File: src/rtl/wb_stage.sv
// Writeback stage: one pipeline register from memory stage, result select, retire counter.
// Optional load extraction is built when WB_LOAD_EXT_EN is defined.
module wb_stage #(
    parameter int DATA_W = 32,
    parameter int ADDR_W = 5
) (
    input  logic              clk,
    input  logic              rst_n,
    input  logic              valid_m,
    input  logic              regwrite_m,
    input  logic [ADDR_W-1:0] rd_m,
    input  logic [1:0]        resultsrc_m,
    input  logic [DATA_W-1:0] aluresult_m,
    input  logic [DATA_W-1:0] readdata_m,
    input  logic [DATA_W-1:0] pcplus4_m,
    input  logic [2:0]        funct3_m,
    input  logic              stall_w,
    input  logic              flush_w,
    output logic              we3,
    output logic [ADDR_W-1:0] wa3,
    output logic [DATA_W-1:0] wd3,
    output logic              valid_w,
    output logic              regwrite_w,
    output logic [ADDR_W-1:0] rd_w,
    output logic [31:0]       instret
);

    logic [1:0]        resultsrc_q;
    logic [DATA_W-1:0] aluresult_q;
    logic [DATA_W-1:0] readdata_q;
    logic [DATA_W-1:0] pcplus4_q;
    logic [DATA_W-1:0] load_data;

    // Flush only needs to kill the control bits; data fields are don't-care then.
    always_ff @(posedge clk or negedge rst_n) begin
        if (!rst_n) begin
            valid_w    <= 1'b0;
            regwrite_w <= 1'b0;
        end else if (flush_w) begin
            valid_w    <= 1'b0;
            regwrite_w <= 1'b0;
        end else if (!stall_w) begin
            valid_w    <= valid_m;
            regwrite_w <= regwrite_m;
        end
    end

    always_ff @(posedge clk or negedge rst_n) begin
        if (!rst_n) begin
            rd_w        <= '0;
            resultsrc_q <= 2'b00;
            aluresult_q <= '0;
            readdata_q  <= '0;
            pcplus4_q   <= '0;
        end else if (!stall_w && !flush_w) begin
            rd_w        <= rd_m;
            resultsrc_q <= resultsrc_m;
            aluresult_q <= aluresult_m;
            readdata_q  <= readdata_m;
            pcplus4_q   <= pcplus4_m;
        end
    end

    // A retiring instruction still counts when it is flushed out behind it.
    always_ff @(posedge clk or negedge rst_n) begin
        if (!rst_n) begin
            instret <= 32'd0;
        end else if (valid_w && !stall_w) begin
            instret <= instret + 32'd1;
        end
    end

`ifdef WB_LOAD_EXT_EN
    logic [2:0]  funct3_q;
    logic [7:0]  ld_byte;
    logic [15:0] ld_half;

    always_ff @(posedge clk or negedge rst_n) begin
        if (!rst_n) begin
            funct3_q <= 3'b000;
        end else if (!stall_w && !flush_w) begin
            funct3_q <= funct3_m;
        end
    end

    always_comb begin
        ld_byte = readdata_q[7:0];
        case (aluresult_q[1:0])
            2'd0:    ld_byte = readdata_q[7:0];
            2'd1:    ld_byte = readdata_q[15:8];
            2'd2:    ld_byte = readdata_q[23:16];
            default: ld_byte = readdata_q[31:24];
        endcase
        ld_half = aluresult_q[1] ? readdata_q[31:16] : readdata_q[15:0];
        case (funct3_q)
            3'b000:  load_data = {{(DATA_W-8){ld_byte[7]}}, ld_byte};
            3'b001:  load_data = {{(DATA_W-16){ld_half[15]}}, ld_half};
            3'b100:  load_data = {{(DATA_W-8){1'b0}}, ld_byte};
            3'b101:  load_data = {{(DATA_W-16){1'b0}}, ld_half};
            default: load_data = readdata_q;
        endcase
    end
`else
    logic unused_funct3;
    assign unused_funct3 = ^funct3_m;
    assign load_data     = readdata_q;
`endif

    always_comb begin
        case (resultsrc_q)
            2'b00:   wd3 = aluresult_q;
            2'b01:   wd3 = load_data;
            2'b10:   wd3 = pcplus4_q;
            default: wd3 = '0;
        endcase
    end

    // Writing x0 is suppressed; a held write during stall is harmless to repeat.
    assign we3 = valid_w && regwrite_w && (rd_w != '0);
    assign wa3 = rd_w;

endmodule

File: config.mk
export PLATFORM = sky130hd
export DESIGN_NAME = wb_stage
export DESIGN_NICKNAME = d
export VERILOG_FILES = /design/src/rtl/wb_stage.sv
export SDC_FILE = /design/constraint.sdc
export NUM_CORES = 1
export LEC_CHECK = 0
export BUFFER_PORTS_ARGS = -buffer_cell sky130_fd_sc_hd__buf_2
export CORE_MARGIN = 10
export CORE_UTILIZATION = 30
export CTS_BUF_LIST = sky130_fd_sc_hd__clkbuf_8 sky130_fd_sc_hd__clkbuf_16
export DETAILED_ROUTE_END_ITERATION = 10
export HOLD_SLACK_MARGIN = 0.08
export PLACE_DENSITY = 0.51
export REMOVE_ABC_BUFFERS = 1
export SLEW_MARGIN = 20
export SYNTH_ARGS = -nofsm -noshare
export SYNTH_HDL_FRONTEND = slang
export SYNTH_SLANG_ARGS = --single-unit
File: constraint.sdc
create_clock -name clk -period 2 [get_ports clk]
set_clock_uncertainty 0.1 [all_clocks]
set_input_delay 0.2 -clock clk [delete_from_list [all_inputs] [get_ports clk]]
set_output_delay 0.2 -clock clk [all_outputs]
set_load 0.005 [all_outputs]
**Word level (Yosys, flattened, before mapping)**

Index checks and enable logic that the tools add are counted.

- Add/subtract/negate cells: 1
- Reductions and logical operators: 8
- Equal/unequal tests: 3
- Multiplexer cells: 5

Operators by type and width:

| operator | count |
|---|---|
| 32-bit case mux with 3 select lines | 1 |
| 32-bit by 1-bit adder with 32-bit output, second input constant | 1 |
| 5-bit nonzero test | 1 |
| 1-bit logical AND | 4 |
| 1-bit 2-to-1 mux | 4 |
| 2-bit by 1-bit equality test with 1-bit output, second input constant | 1 |
| 2-bit equality test, second input constant | 1 |
| 1-bit logical NOT | 2 |
| 2-bit logical NOT | 1 |
| 2-bit by 1-bit != test with 1-bit output, second input constant | 1 |

- Flip-flop bits (word level): 137
- Word-level logic and storage cells: 25
- Input port bits: 112
- Output and inout port bits: 77

**Logic depth before layout (Yosys ltp)**

Gate-level depths: netlist of run 1.

- Depth after elaboration: 2
- Mapped depth: 6
- Depth with buffers taken out: 5

**Least setup slack after synthesis of run 1**

OpenSTA, ideal clock, no wires.

- Path type: register to register
- Start: register instret[0]
- End: register instret[14]
- Period minus slack after synthesis: 1.640 ns
- Data required time: 1.776 ns
- Arrival: 1.416 ns
- Setup time: 0.124 ns
- Stages on the path, launching flop included: 6
- Path buffers: 0
- Slack: 0.360 ns
- Path through: dfrtp_1 > ha_1 > nand4b_4 > nor4_2 > nand3_1 > xnor2_1

- Cells in the longest elaborated chain, start to end: 1

Ends and longest elaborated chain:

| what | RTL line | text |
|---|---|---|
| start: declaration | 25 | `output logic [31:0] instret` |
| start signal: assignment | 69 | `instret <= instret + 32'd1;` |
| 32-bit by 1-bit adder with 32-bit output | 69 |  |

Every way passes these cells.
A chain may end at the register's enable or synchronous reset.

**Worst setup path after layout of run 1**

- Start: register resultsrc_q[1]
- End: output wd3[29]

- Cells in the longest elaborated chain, start to end: 2
- Elaborated cells on any way between the ends: 4
- Those cells by class: 2 x eq/ne; 1 x mux; 1 x reduce/logical

Ends and longest elaborated chain:

| what | RTL line | text |
|---|---|---|
| start: declaration | 28 | `logic [1:0] resultsrc_q;` |
| start signal: assignment | 57 | `resultsrc_q <= resultsrc_m;` |
| 2-bit equality test (tied with other cells) | 110 | `case (resultsrc_q)` |
| 32-bit case mux with 3 select lines (*) | 110 |  |
| end: declaration | 21 | `output logic [DATA_W-1:0] wd3,` |

Mark *: on every way between the ends. The rest lies on a longest branch, timed or not.

==> results.cfg, run 1 <==
[run_status]
status = finished clean

[clocking]
numCtsBuffers = 17
cts_tree = built
root_buffer = clkbuf_16
cts.reportedPaths.clkPinSlew_ps = 60
ctsLongestPathBuffers = 2
clock_latency_ps = 410
cts_sinks = 137
htree_levels = 4

[placed_design]
port_buffers = 185
gp_congestion = 0.797
dp_slack_ps = 304
hpwl_um = 12400

[detailed_routing]
viasPerCell = 4.55
drtAntennaViolNets = 0
via_count = 4793
drc_errors = 0
drtIter0Drc = 176
routed_wirelength_um = 17800
avgRoutedWirePerCell_um = 16.9
first_pass_iters = 4

[critical_path]
worstSetupStartpointType = register
crit_fanout = 5
cp.required_ps = 1700
path_class = register to output pin
cp.arrival_ps = 1630
cp-end-kind = output pin

[sta]
relSlewSlack = 0.710
hold_violations = 0
worst_pin_slew_ps = 435
fmax_ghz = 0.519
slew_viol_final = 0
period_minus_slack_ps = 1930
setup_viol = 0
post-route-period-util = 0.964
tns_ps = 0
hold_ws_ps = 182
setup_ws_ps = 71.5

[cells_and_area]
mostFrequentLayoutCell = buf_2
final_cell_mix = buf_2 (184), dfrtp_1 (136), dlygate4sd3_1 (108)
nets = 884
drive_gt1_frac = 0.460
syn_to_final_growth_pct = 50.5
final_util = 0.459
antenna_cells = 0

[power]
ir_drop_uv = 578
p_leak_nw = 4.39
finalPower_mw = 8.11
powerDensity_mw_per_mm2 = 877

[floorplan]
fp.dieH_um = 163
core.rowCount = 52
initial_core_util = 0.305
num_io_pins = 189
die_w_um = 163
die-area_mm2 = 0.0266
core_area_mm2 = 0.0202

[global_routing]
grt_max_degree = 51
grt_pass1_vias = 5409
grt-ovfl-total = 0
grt_pass1_wl_um = 28600
grtUsageTotal = 0.134
grt_antenna_before_repair = 0

[synth]
syn_inst = 468
ys.warnings.count = 0
syn_avg_cell_area_um2 = 13.1
synthDistinctLibCells = 31
ys_seq_area_frac = 0.558
ys_seq_elements = 137
netlist_area_mm2 = 0.00615

[worst_hold_path]
hp-class = primary input to asynchronous set/reset pin

[flow_run]
max_cap_viol_count = 0
[critical path, stage by stage, from the launching register on]
cell and delay, ps:
dfrtp_2 490, buf_4 190, mux2i_1 110, o21ai_0 240
buf_2 180
[area by class of cell]
type,instances,area [µm²]
flip-flops and latches,137,3430
clock buffers,17,425
well taps,270,338
clock inverters,15,176
multi-input cells,300,2590
fillers,1859,10900
inverters,1,3.75
repair buffers,314,2290
[through the flow]
step	cell area [µm²]	cells
6_report	9250	1054
5_1_grt	9250	1054
4_1_cts	9200	1052
3_5_place_dp	7480	910
3_3_place_gp	7480	910
2_1_floorplan	5990	438
[registers in the layout, summed over array words and instances (netlist names)]
| signal | cells |
|---|---|
| regwrite_w | 1 |
| rd_w | 5 |
| pcplus4_q | 32 |
| valid_w | 1 |
| instret | 32 |
| load_data | 32 |
| aluresult_q | 32 |
| resultsrc_q | 2 |
[repair_timing]
| item | CTS | global route |
|---|---|---|
| setup endpoints to repair | 28 | 19 |
| gates cloned | 1 | 0 |
| hold buffers | 108 | 0 |
| gates resized for setup | 2 | 18 |
| buffers inserted | 1 | 2 |
| hold endpoints to repair | 242 | 0 |
[routing by layer]
metal	vias to the layer above	track usage	part of all wire
li1	2255	-	-
met1	2356	0.173	0.46
met2	169	0.205	0.45
met3	13	0.0529	0.080
met4	0	0.0365	0.010
met5	-	0	0
[kinds of logic after synthesis]
group           Yosys count  synth area share
flops                   137             0.558
buf+inv                  31            0.0265
simple gates             97            0.0961
fa+ha+maj                 1           0.00204
xor+xnor                 31            0.0442
compound gates           33            0.0277
mux                     138             0.246
[cells in the mapped netlist]
library cell	instances	share of area
o311a_1	1	0.0016
and2_1	3	0.0031
xor2_1	14	0.020
inv_1	1	0.00061
dfrtp_1	137	0.56
and3_1	5	0.0051
nor4_1	1	0.0010
mux2_2	104	0.19
buf_2	16	0.013
nand4_1	9	0.0092
nand2_1	41	0.025
ha_1	1	0.0020
and4_1	2	0.0029
nor4_2	1	0.0020
nand3_1	10	0.0081
and4_4	2	0.0037
buf_6	1	0.0018
mux2i_1	34	0.055
and4_2	2	0.0033
buf_4	5	0.0061
nand4_4	2	0.0069
nand4b_4	1	0.0039
or3_1	1	0.0010
nor3_2	3	0.0049
nor2_1	5	0.0031
nor3_1	5	0.0041
clkbuf_1	8	0.0049
xnor2_1	17	0.024
nor4_4	2	0.0069
o21ai_0	32	0.026
nor2b_1	2	0.0020
[path summary, 6_finish.rpt]
kind                                startpoint  slack (ps)              to  depth (start not counted)
max in group asynchronous                rst_n         980  resultsrc_q[1]                          3
worst min register to register     instret[31]         370     instret[31]                          1
min in group clk                       stall_w         220      instret[0]                          4
worst max register to register      instret[4]         280     instret[25]                          5
worst max-delay path            resultsrc_q[1]          70         wd3[29]                          4
worst min-delay path                     rst_n         180      instret[7]                          2
[report_power, final]
group / leakage [nW] / switching [mW] / internal (mW)
Sequential: 1.67 / 0.218 / 3.12
Combinational: 2.43 / 0.683 / 0.896
Clock: 0.295 / 1.23 / 1.96
Power figures use the tool's default switching activity.
==> run 2: changes to the inputs <==
Settings changed: ABC_AREA set to 1.
==> run 2 against run 1 <==
Compared with the run above: combinational power decreased by 8%; flip-flop and latch count is the same; global-route usage grew 0.87 points; sequential share of layout area is 0.68 points lower; non-clock buffer count is 1 lower; first-iteration DRC count grew 40%; total power shrank 3.2%; die area is 3.2% higher; routed wire length is 10% higher; sequential power shrank 3%.
==> results.cfg, run 2 <==
[synth]
synthTopCellsByCount = nand2_1 (270), dfrtp_1 (137), inv_1 (103), o21ai_0 (70), o221ai_1 (32)
async_reset_ff_frac = 1.00
synthDistinctLibCells = 28
synth_top_area_frac = 0.538
yosys.area.top_type = dfrtp_1
syn_avg_cell_area_um2 = 8.44
yosysMostFrequentCell = nand2_1
ys_seq_area_frac = 0.538
ys_seq_elements = 137
ys.warnings.count = 0
syn_inst = 755
synth-edff-count = 0
netlist_area_mm2 = 0.00637
synth_top_flop_cell = dfrtp_1
synth_area_leaders = dfrtp_1 (54%), nand2_1 (16%), inv_1 (6.1%), o21ai_0 (5.5%), o221ai_1 (4.4%)

[sta]
period_minus_slack_ps = 1900
fmax_ghz = 0.527
tns_ps = 0
relSlewSlack = 0.703
hold_violations = 0
post-route-period-util = 0.948
worst_pin_slew_ps = 443
rsz0062_at_grt = no
slew_viol_final = 0
setup_viol = 0

[flow_run]
max_cap_viol_count = 0

[power]
p_int_mw = 5.62
power_frac_comb = 0.185
switchingPower_mw = 2.23
p_leak_nw = 4.82
switching_share = 0.284
powerDensity_mw_per_mm2 = 833
ir_drop_uv = 563
finalPower_mw = 7.85
clkPwrFrac = 0.402
power_frac_seq = 0.413

[cells_and_area]
final_cell_mix = nand2_1 (270), buf_2 (184), dfrtp_1 (137)
mostFrequentLayoutCell = nand2_1
final_cell_area_mm2 = 0.00942
nets = 1164
drive_gt1_frac = 0.252
syn_to_final_growth_pct = 47.8

[clocking]
numCtsBuffers = 17
cts_tree = built
cts.reportedPaths.clkPinSlew_ps = 60
ctsLongestPathBuffers = 2
root_buffer = clkbuf_16
cts_sinks = 137
clock_latency_ps = 410
htree_levels = 4

[worst_hold_path]
hp-class = primary input to register

[critical_path]
worst-path-buf-inv = 3
cp.required_ps = 1700
path_class = register to output pin
critPathSlowestCell = dfrtp_1
cp.arrival_ps = 1600
worstSetupStartpointType = register
cp-end-kind = output pin
cp_cell_sequence = inv_1, nand2_1, buf_6, o221ai_1, buf_2
crit_fanout = 21
max_stage_delay_ps = 420
cpLargestDelayFamily = buffers and inverters

[detailed_routing]
via_count = 5927
avgRoutedWirePerCell_um = 14.7
first_pass_iters = 4
drtIter0Drc = 247
routed_wirelength_um = 19600
drtAntennaViolNets = 0
drc_errors = 0
viasPerCell = 4.42

[placed_design]
port_buffers = 185
postPlaceCellArea_mm2 = 0.00766
gp_congestion = 0.809
hpwl_um = 13100

[global_routing]
grt-ovfl-total = 0
grt_pass1_wl_um = 32700
grt_antenna_before_repair = 1
grt_pass1_vias = 6345
grt_max_degree = 52
grtUsageTotal = 0.143

[floorplan]
initial_core_util = 0.304
core.rowCount = 53
fp.dieH_um = 166
core_area_mm2 = 0.0210
die_w_um = 166
num_io_pins = 189
die-area_mm2 = 0.0275

[run_status]
status = finished clean
-- run 2: worst min-delay path: cells and delay by family --
kind	cells	cell delay (ps)
XOR/XNOR	1	80
buffers and inverters	2	180
AND/OR/NAND/NOR	1	140
-- run 2: layout make-up --
class | instances | area [µm²]
repair buffers | 313 | 2260
clock inverters | 15 | 163
multi-input cells | 477 | 2410
inverters | 105 | 394
flip-flops and latches | 137 | 3430
well taps | 275 | 344
fillers | 2079 | 11500
diodes | 1 | 2.50
clock buffers | 17 | 425
-- run 2: metrics by stage --
step	hold WS (ps)	worst slack [ps]	util	std cells
after floorplan	-196	-6250	-	719
after global placement	59.4	428	0.366	1194
after detailed placement	62.6	422	0.366	1194
after CTS	119	3.19	0.447	1336
after global routing	184	29.2	0.449	1340
final	135	104	0.449	1340
-- run 2: cell families (layout without fill, tap and decap cells) --
group | count (synthesis) | in the layout | synth area share
compound gates | 102 | 102 | 0.0990
xor+xnor | 17 | 17 | 0.0234
fa+ha+maj | 1 | 1 | 0.00196
buf+inv | 141 | 450 | 0.0886
flops | 137 | 137 | 0.538
other cells | 0 | 1 | 0
simple gates | 357 | 357 | 0.249
-- run 2: worst paths after layout --
kind	from	slack (ps)	endpoint	cells after the start
worst max-delay path	resultsrc_q[0]	100	wd3[7]	5
worst min-delay path	stall_w	130	instret[0]	4
worst max register to register	instret[1]	420	instret[24]	8
worst min register to register	aluresult_q[10]	370	aluresult_q[10]	2
max in group asynchronous	rst_n	1000	aluresult_q[25]	3
min in group asynchronous	rst_n	170	load_data[23]	2
-- run 2: metal layers --
metal | GRT usage | up-vias | share of wire
met1 | 0.177 | 2781 | 0.46
met3 | 0.0360 | 30 | 0.043
met4 | 0.0478 | 0 | 0.021
li1 | - | 2982 | -
met2 | 0.237 | 134 | 0.48
met5 | 0 | - | 0
-- run 2: repair_timing --
action                                 CTS  global route
hold buffers                           110             0
gates resized for setup                  1             4
gates cloned                             0             1
pin swaps                                0             1
endpoints found under the hold margin  242             0
setup endpoints to repair                2            13
buffers inserted                         0             2
-- run 2: power by group through the flow --
| stage | combinational [mW] | sequential, mW | clock (mW) |
|---|---|---|---|
| 2_1_floorplan | 0.624 | 3.27 | 0 |
| 3_3_place_gp | 1.25 | 3.29 | 0 |
| 3_5_place_dp | 1.25 | 3.29 | 0 |
| 4_1_cts | 1.43 | 3.25 | 3.27 |
| 5_1_grt | 1.64 | 3.29 | 3.37 |
| 6_report | 1.45 | 3.24 | 3.15 |
